**src/rtl/ghost_sprite_renderer.sv**
```systemverilog
// Ghost sprite pixel stage: ROM addressing, 3-cycle aligned palette lookup, frightened/flash mode timer.
// Optional horizontal mirroring for left-facing ghosts when GHOST_MIRROR_EN is defined.
module ghost_sprite_renderer #(
    parameter int          SPRITE_W      = 15,
    parameter logic [23:0] BODY_RGB      = 24'hFF0000,
    parameter int          FRIGHT_FRAMES = 360,
    parameter int          FLASH_FRAMES  = 120,
    parameter int          BLINK_FRAMES  = 15
) (
    input  logic       Clk,
    input  logic       Reset,
    input  logic       frame_tick,
    input  logic       frightened_start,
    input  logic [9:0] DrawX,
    input  logic [9:0] DrawY,
    input  logic [9:0] GhostX,
    input  logic [9:0] GhostY,
    input  logic       dir_left,
    output logic [7:0] rom_addr,
    input  logic [1:0] rom_data,
    output logic       pixel_on,
    output logic [7:0] Red,
    output logic [7:0] Green,
    output logic [7:0] Blue,
    output logic       frightened
);

    typedef enum logic [1:0] {S_NORMAL, S_FRIGHT, S_FLASH} state_t;

    localparam int CW = $clog2(FRIGHT_FRAMES + 1);
    localparam int BW = $clog2(BLINK_FRAMES + 1);

    localparam logic [23:0] C_BLUE  = 24'h2121DE;
    localparam logic [23:0] C_WHITE = 24'hFFFFFF;
    localparam logic [23:0] C_PALE  = 24'hFFB8AE;

    state_t          r_state, w_state_nx;
    logic [CW-1:0]   r_frame_cnt, w_frame_cnt_nx;
    logic [BW-1:0]   r_blink_cnt, w_blink_cnt_nx;
    logic            r_blink, w_blink_nx;

    always_ff @(posedge Clk or posedge Reset) begin
        if (Reset) begin
            r_state     <= S_NORMAL;
            r_frame_cnt <= '0;
            r_blink_cnt <= '0;
            r_blink     <= 1'b0;
        end else begin
            r_state     <= w_state_nx;
            r_frame_cnt <= w_frame_cnt_nx;
            r_blink_cnt <= w_blink_cnt_nx;
            r_blink     <= w_blink_nx;
        end
    end

    // A start pulse overrides any same-cycle frame_tick: reload without decrement.
    always_comb begin
        w_state_nx     = r_state;
        w_frame_cnt_nx = r_frame_cnt;
        w_blink_cnt_nx = r_blink_cnt;
        w_blink_nx     = r_blink;
        if (frightened_start) begin
            w_state_nx     = S_FRIGHT;
            w_frame_cnt_nx = CW'(FRIGHT_FRAMES);
            w_blink_cnt_nx = '0;
            w_blink_nx     = 1'b0;
        end else if (frame_tick) begin
            case (r_state)
                S_FRIGHT: begin
                    w_frame_cnt_nx = r_frame_cnt - 1'b1;
                    if (r_frame_cnt == CW'(FLASH_FRAMES + 1)) begin
                        w_state_nx     = S_FLASH;
                        w_blink_nx     = 1'b1;
                        w_blink_cnt_nx = '0;
                    end
                end
                S_FLASH: begin
                    w_frame_cnt_nx = r_frame_cnt - 1'b1;
                    if (r_frame_cnt == CW'(1)) begin
                        w_state_nx = S_NORMAL;
                        w_blink_nx = 1'b0;
                    end else if (r_blink_cnt == BW'(BLINK_FRAMES - 1)) begin
                        w_blink_nx     = ~r_blink;
                        w_blink_cnt_nx = '0;
                    end else begin
                        w_blink_cnt_nx = r_blink_cnt + 1'b1;
                    end
                end
                default: ;
            endcase
        end
    end

    assign frightened = (r_state != S_NORMAL);

    logic [10:0] w_dx, w_dy;
    logic        w_inbox;
    logic [7:0]  w_col, w_addr;
    logic        w_unused;

    assign w_dx    = {1'b0, DrawX} - {1'b0, GhostX};
    assign w_dy    = {1'b0, DrawY} - {1'b0, GhostY};
    assign w_inbox = (DrawX >= GhostX) && ({1'b0, DrawX} < ({1'b0, GhostX} + 11'(SPRITE_W))) &&
                     (DrawY >= GhostY) && ({1'b0, DrawY} < ({1'b0, GhostY} + 11'(SPRITE_W)));

`ifdef GHOST_MIRROR_EN
    assign w_col    = dir_left ? (8'(SPRITE_W - 1) - w_dx[7:0]) : w_dx[7:0];
    assign w_unused = ^{w_dx[10:8], w_dy[10:8]};
`else
    assign w_col    = w_dx[7:0];
    assign w_unused = ^{w_dx[10:8], w_dy[10:8], dir_left};
`endif

    assign w_addr = w_dy[7:0] * 8'(SPRITE_W) + w_col;

    // Mode rides alongside the pixel so mid-frame changes affect only later samples.
    logic [7:0]  r_rom_addr;
    logic        r_inbox_d1, r_inbox_d2;
    logic [2:0]  r_mode_d1, r_mode_d2;
    logic        r_pix_on;
    logic [23:0] r_rgb, w_pal;

    always_ff @(posedge Clk or posedge Reset) begin
        if (Reset) begin
            r_rom_addr <= '0;
            r_inbox_d1 <= 1'b0;
            r_inbox_d2 <= 1'b0;
            r_mode_d1  <= '0;
            r_mode_d2  <= '0;
            r_pix_on   <= 1'b0;
            r_rgb      <= '0;
        end else begin
            r_rom_addr <= w_inbox ? w_addr : 8'd0;
            r_inbox_d1 <= w_inbox;
            r_mode_d1  <= {r_state, r_blink};
            r_inbox_d2 <= r_inbox_d1;
            r_mode_d2  <= r_mode_d1;
            r_pix_on   <= r_inbox_d2 && (rom_data != 2'd0);
            r_rgb      <= r_inbox_d2 ? w_pal : 24'd0;
        end
    end

    state_t w_m_state;
    logic   w_m_blink;
    assign w_m_state = state_t'(r_mode_d2[2:1]);
    assign w_m_blink = r_mode_d2[0];

    always_comb begin
        w_pal = 24'd0;
        case (rom_data)
            2'd1: begin
                case (w_m_state)
                    S_FRIGHT: w_pal = C_BLUE;
                    S_FLASH:  w_pal = w_m_blink ? C_WHITE : C_BLUE;
                    default:  w_pal = BODY_RGB;
                endcase
            end
            2'd2:    w_pal = (w_m_state == S_NORMAL) ? C_WHITE : C_PALE;
            2'd3:    w_pal = (w_m_state == S_NORMAL) ? C_BLUE  : C_PALE;
            default: w_pal = 24'd0;
        endcase
    end

    assign rom_addr = r_rom_addr;
    assign pixel_on = r_pix_on;
    assign Red      = r_rgb[23:16];
    assign Green    = r_rgb[15:8];
    assign Blue     = r_rgb[7:0];

endmodule

```
**config.mk**
```make
export PLATFORM = sky130hd
export DESIGN_NAME = ghost_sprite_renderer
export DESIGN_NICKNAME = d
export VERILOG_FILES = /design/src/rtl/ghost_sprite_renderer.sv
export SDC_FILE = /design/constraint.sdc
export NUM_CORES = 1
export LEC_CHECK = 0
export ABC_AREA = 1
export CAP_MARGIN = 15
export CELL_PAD_IN_SITES_DETAIL_PLACEMENT = 1
export CELL_PAD_IN_SITES_GLOBAL_PLACEMENT = 1
export CORE_MARGIN = 2
export CORE_UTILIZATION = 39
export DETAILED_ROUTE_END_ITERATION = 16
export MAX_ROUTING_LAYER = met4
export PLACE_DENSITY = 0.81
export SLEW_MARGIN = 5
export SYNTH_ARGS = -nofsm -noshare
export SYNTH_HDL_FRONTEND = slang
export SYNTH_SLANG_ARGS = --single-unit
export TNS_END_PERCENT = 30
```
**constraint.sdc**
```tcl
create_clock -name Clk -period 2.3 [get_ports Clk]
set_input_delay 0.23 -clock Clk [delete_from_list [all_inputs] [get_ports Clk]]
set_output_delay 0.23 -clock Clk [all_outputs]
set_load 0.01 [all_outputs]
```
==> results.md <==
* Clk_lat worst skew at approximately 0.30 ns
* Synth area leader: dfrtp_1
* Clock Pin Slew Worst Setup and Hold Paths at 0.08 ns
* Syn Nets at 694
* Ys flop type: dfrtp_1
* Gpl congestion at approximately 0.81
* Synth top area share at between 20% and 30%
* Synth cell types at a little over 40
* Synth area leaders: dfrtp_1, ha_1, fa_1
* Crit share post-route at 175%
* Fillers at around 1300
* Hold WS at roughly 0.34 ns
* Drt pass-1 iters at 4
* DP HPWL at ~11 mm
* RSZ-0062 raised after global routing: true
* Shortest period the worst path allows at around 4 ns
* # nets final at about 850
* All-layer global routing usage at between 20% and 30%
* Non-Filler Instances at ~860
* Remaining antenna violation count at 0
* Layout area overhead at 44.4%
* Finish-stage setup viols at 9
* Num CTS Buffers at 5
* Critical path arrival at approximately 4.2 ns
* Final worst setup slack at -1.74 ns
* Slew Viols, Final at 0
* Vias in the first global route at slightly below 5000
* Final Hold Viols at 0
* Number of inserted diodes at 0
* I/O Buffers at 79
* FF+latch count, synth at 38
* Die footprint at 0.0120 mm^2
* Worst setup SP type: input pin
* CP dominant cell by count: nand2_2
* Number of flops mapped to enable cells by yosys at 0
* Worst Setup Path Type: input pin to flip-flop
* GR Overflow Total at 0
* Drt drc at 0
* Slew @ Worst Pin at 0.465 ns
* Mapped Area at 0.00435 mm^2
* Number of H-tree levels at 2
* Initial antenna violation count at 0
* Avg Cell Area, Syn at between 7 and 8 um^2
* Achievable clock frequency at 248 MHz
* Crit path max-delay family: adder cells
* TritonCTS clock tree: done
* IO Pins at 81
* # rows at 38
* CP endpoint kind: flip-flop
* Crit-path max cell delay at roughly 0.53 ns
* CP max stage cell: fa_1
* Clock tree sinks at 38
* Pwr dens at roughly 960 mW/mm^2
* Share of post-route cells with drive strength above 1 at a little over a quarter
* HP Class: input pin to asynchronous set/reset pin
* Req. time, crit path at 2.50 ns
* Die height at 110 um
* CP bufs+invs at 7
* Via count at 4263
* Clk buf depth at 2
* DRT iter0 DRCs at 93
* Clock Skew at approximately 0.0050 ns
* Initial Util at approximately two fifths
* Leak pwr at between 3 and 4 nW
* Mapped Cells at roughly 560
* Die W at 110 um
* Failing checks: setup timing
* Asr flop ratio synth at 100%
* Seq/Total Area, Yosys at between 20% and 30%
* First-pass GRT wire length at around 22 mm
* Root Driver: clkbuf_8
* Placed insts at between 800 and 900
* Largest fanout on the critical path at 3
* Maxcap violations at 0
* Count leader, synth: nand2_1
* Max_slew headroom at between 60 and 70%
* Core Region at ~0.011 mm^2
* Maximum VDD drop at roughly 0.84 mV
* Yosys Warn Count at 0
* Largest net degree at the start of global routing at 39
* Run status: finished, violations left
* Routed WL per cell at about 16 um
* WL final at around 14 mm
* Leading post-synthesis cells by instance count: nand2_1, inv_1, ha_1
* Vias/cell at between 4 and 5
[cell usage in the layout, fill, tap and decap left out, types with 6 or more instances in the layout]
master,Yosys,routed
nand2_1,117,104
buf_4,19,87
inv_1,106,86
clkdlybuf4s50_1,0,67
ha_1,61,51
nor2_1,42,39
dfrtp_1,38,38
a21oi_1,29,26
nand3_1,27,24
fa_1,23,19
inv_2,1,18
o21ai_0,16,15
nand2_2,1,14
xor2_1,13,12
ha_4,0,10
nor3_1,13,8
nand4_1,7,7
dlygate4sd2_1,0,6
buf_6,1,6
[sequential cells by signal, summed over array words and instances (netlist names)]
| signal | flops |
|---|---|
| r_inbox_d2 | 1 |
| r_mode_d2 | 3 |
| r_frame_cnt | 9 |
| r_rgb | 5 |
| r_state | 2 |
| rom_addr | 8 |
| r_mode_d1 | 3 |
| r_inbox_d1 | 1 |
| r_blink_cnt | 4 |
| r_blink | 1 |
| pixel_on | 1 |
[path summary, 6_finish.rpt]
path / startpoint / end / slack, ns / depth (start not counted)
max in group asynchronous: Reset / r_frame_cnt[8]$_DFFE_PP0P_ / 1.62 / 3
min: Reset / rom_addr[3]$_DFF_PP0_ / 0.34 / 3
min in group Clk: r_mode_d1[1]$_DFF_PP0_ / r_mode_d2[1]$_DFF_PP0_ / 0.36 / 0
max: DrawY[1] / rom_addr[7]$_DFF_PP0_ / -1.74 / 26
min reg2reg: r_mode_d1[1]$_DFF_PP0_ / r_mode_d2[1]$_DFF_PP0_ / 0.36 / 0
max reg2reg: r_state[1]$_DFFE_PP0P_ / r_frame_cnt[7]$_DFFE_PP0P_ / 0.35 / 11
[area by class of cell]
type / instances / area [um^2] / area share (%)
multi-input cells: 397 / 3130 / 49.8
clock inverters: 3 / 40.0 / 0.637
well taps: 140 / 175 / 2.79
clock buffers: 5 / 68.8 / 1.09
flip-flops and latches: 38 / 951 / 15.1
repair buffers: 171 / 1490 / 23.8
inverters: 108 / 425 / 6.76
[power breakdown]
part	internal [W]	switching (W)	total, W
clock	0.000319	0.000244	0.000563
sequential	0.000801	0.0000825	0.000883
combinational	0.00217	0.00241	0.00459
total	0.00329	0.00274	0.00603
[metrics by stage]
stage               util [%]  instance area [um^2]  total power, W  TNS, ns  setup WS, ns
floorplan                  -                  4480         0.00320    -7.54         -1.57
global placement        54.0                  5880         0.00413   -14.53         -2.31
detailed placement      54.0                  5880         0.00449   -15.79         -2.69
CTS                     57.1                  6210         0.00552    -8.32         -1.62
global route            57.8                  6290         0.00651    -9.84         -1.91
finish                  57.8                  6290         0.00603    -8.62         -1.74
[logic make-up after synthesis]
logic type / share of synthesized area (%)
AND/OR/NAND/NOR: 25.7
adder cells (fa/ha/maj): 28.1
AO/OA/AOI/OAI: 7.39
XOR/XNOR: 4.02
buffers and inverters: 12.9
flip-flops: 21.8
[worst reg2reg max path, stage by stage, from the launching register on]
cell	delay (ns)
dfrtp_1	0.39
inv_1	0.09
ha_1	0.28
nand2_1	0.14
nand2_4	0.14
nand4_2	0.09
nor2_1	0.10
inv_1	0.06
or2_0	0.23
nor2_1	0.14
o21ai_0	0.09
a21oi_1	0.13
[routing by layer]
| layer | vias to the layer above | part of all wire [%] | global-route usage (%) |
|---|---|---|---|
| li1 | 2082 | - | - |
| met1 | 2070 | 38 | 23.9 |
| met2 | 84 | 57 | 49.3 |
| met3 | 27 | 3.1 | 1.90 |
| met4 | 0 | 2.1 | 6.24 |
| met5 | - | 0 | - |
[timing repair]
item | in CTS | in global routing
resized for setup | 79 | 17
setup buffers | 13 | 1
setup endpoints to repair | 9 | 9
hold buffers | 0 | 0
pin swaps | 33 | 8
Power figures use the tool's default switching activity.
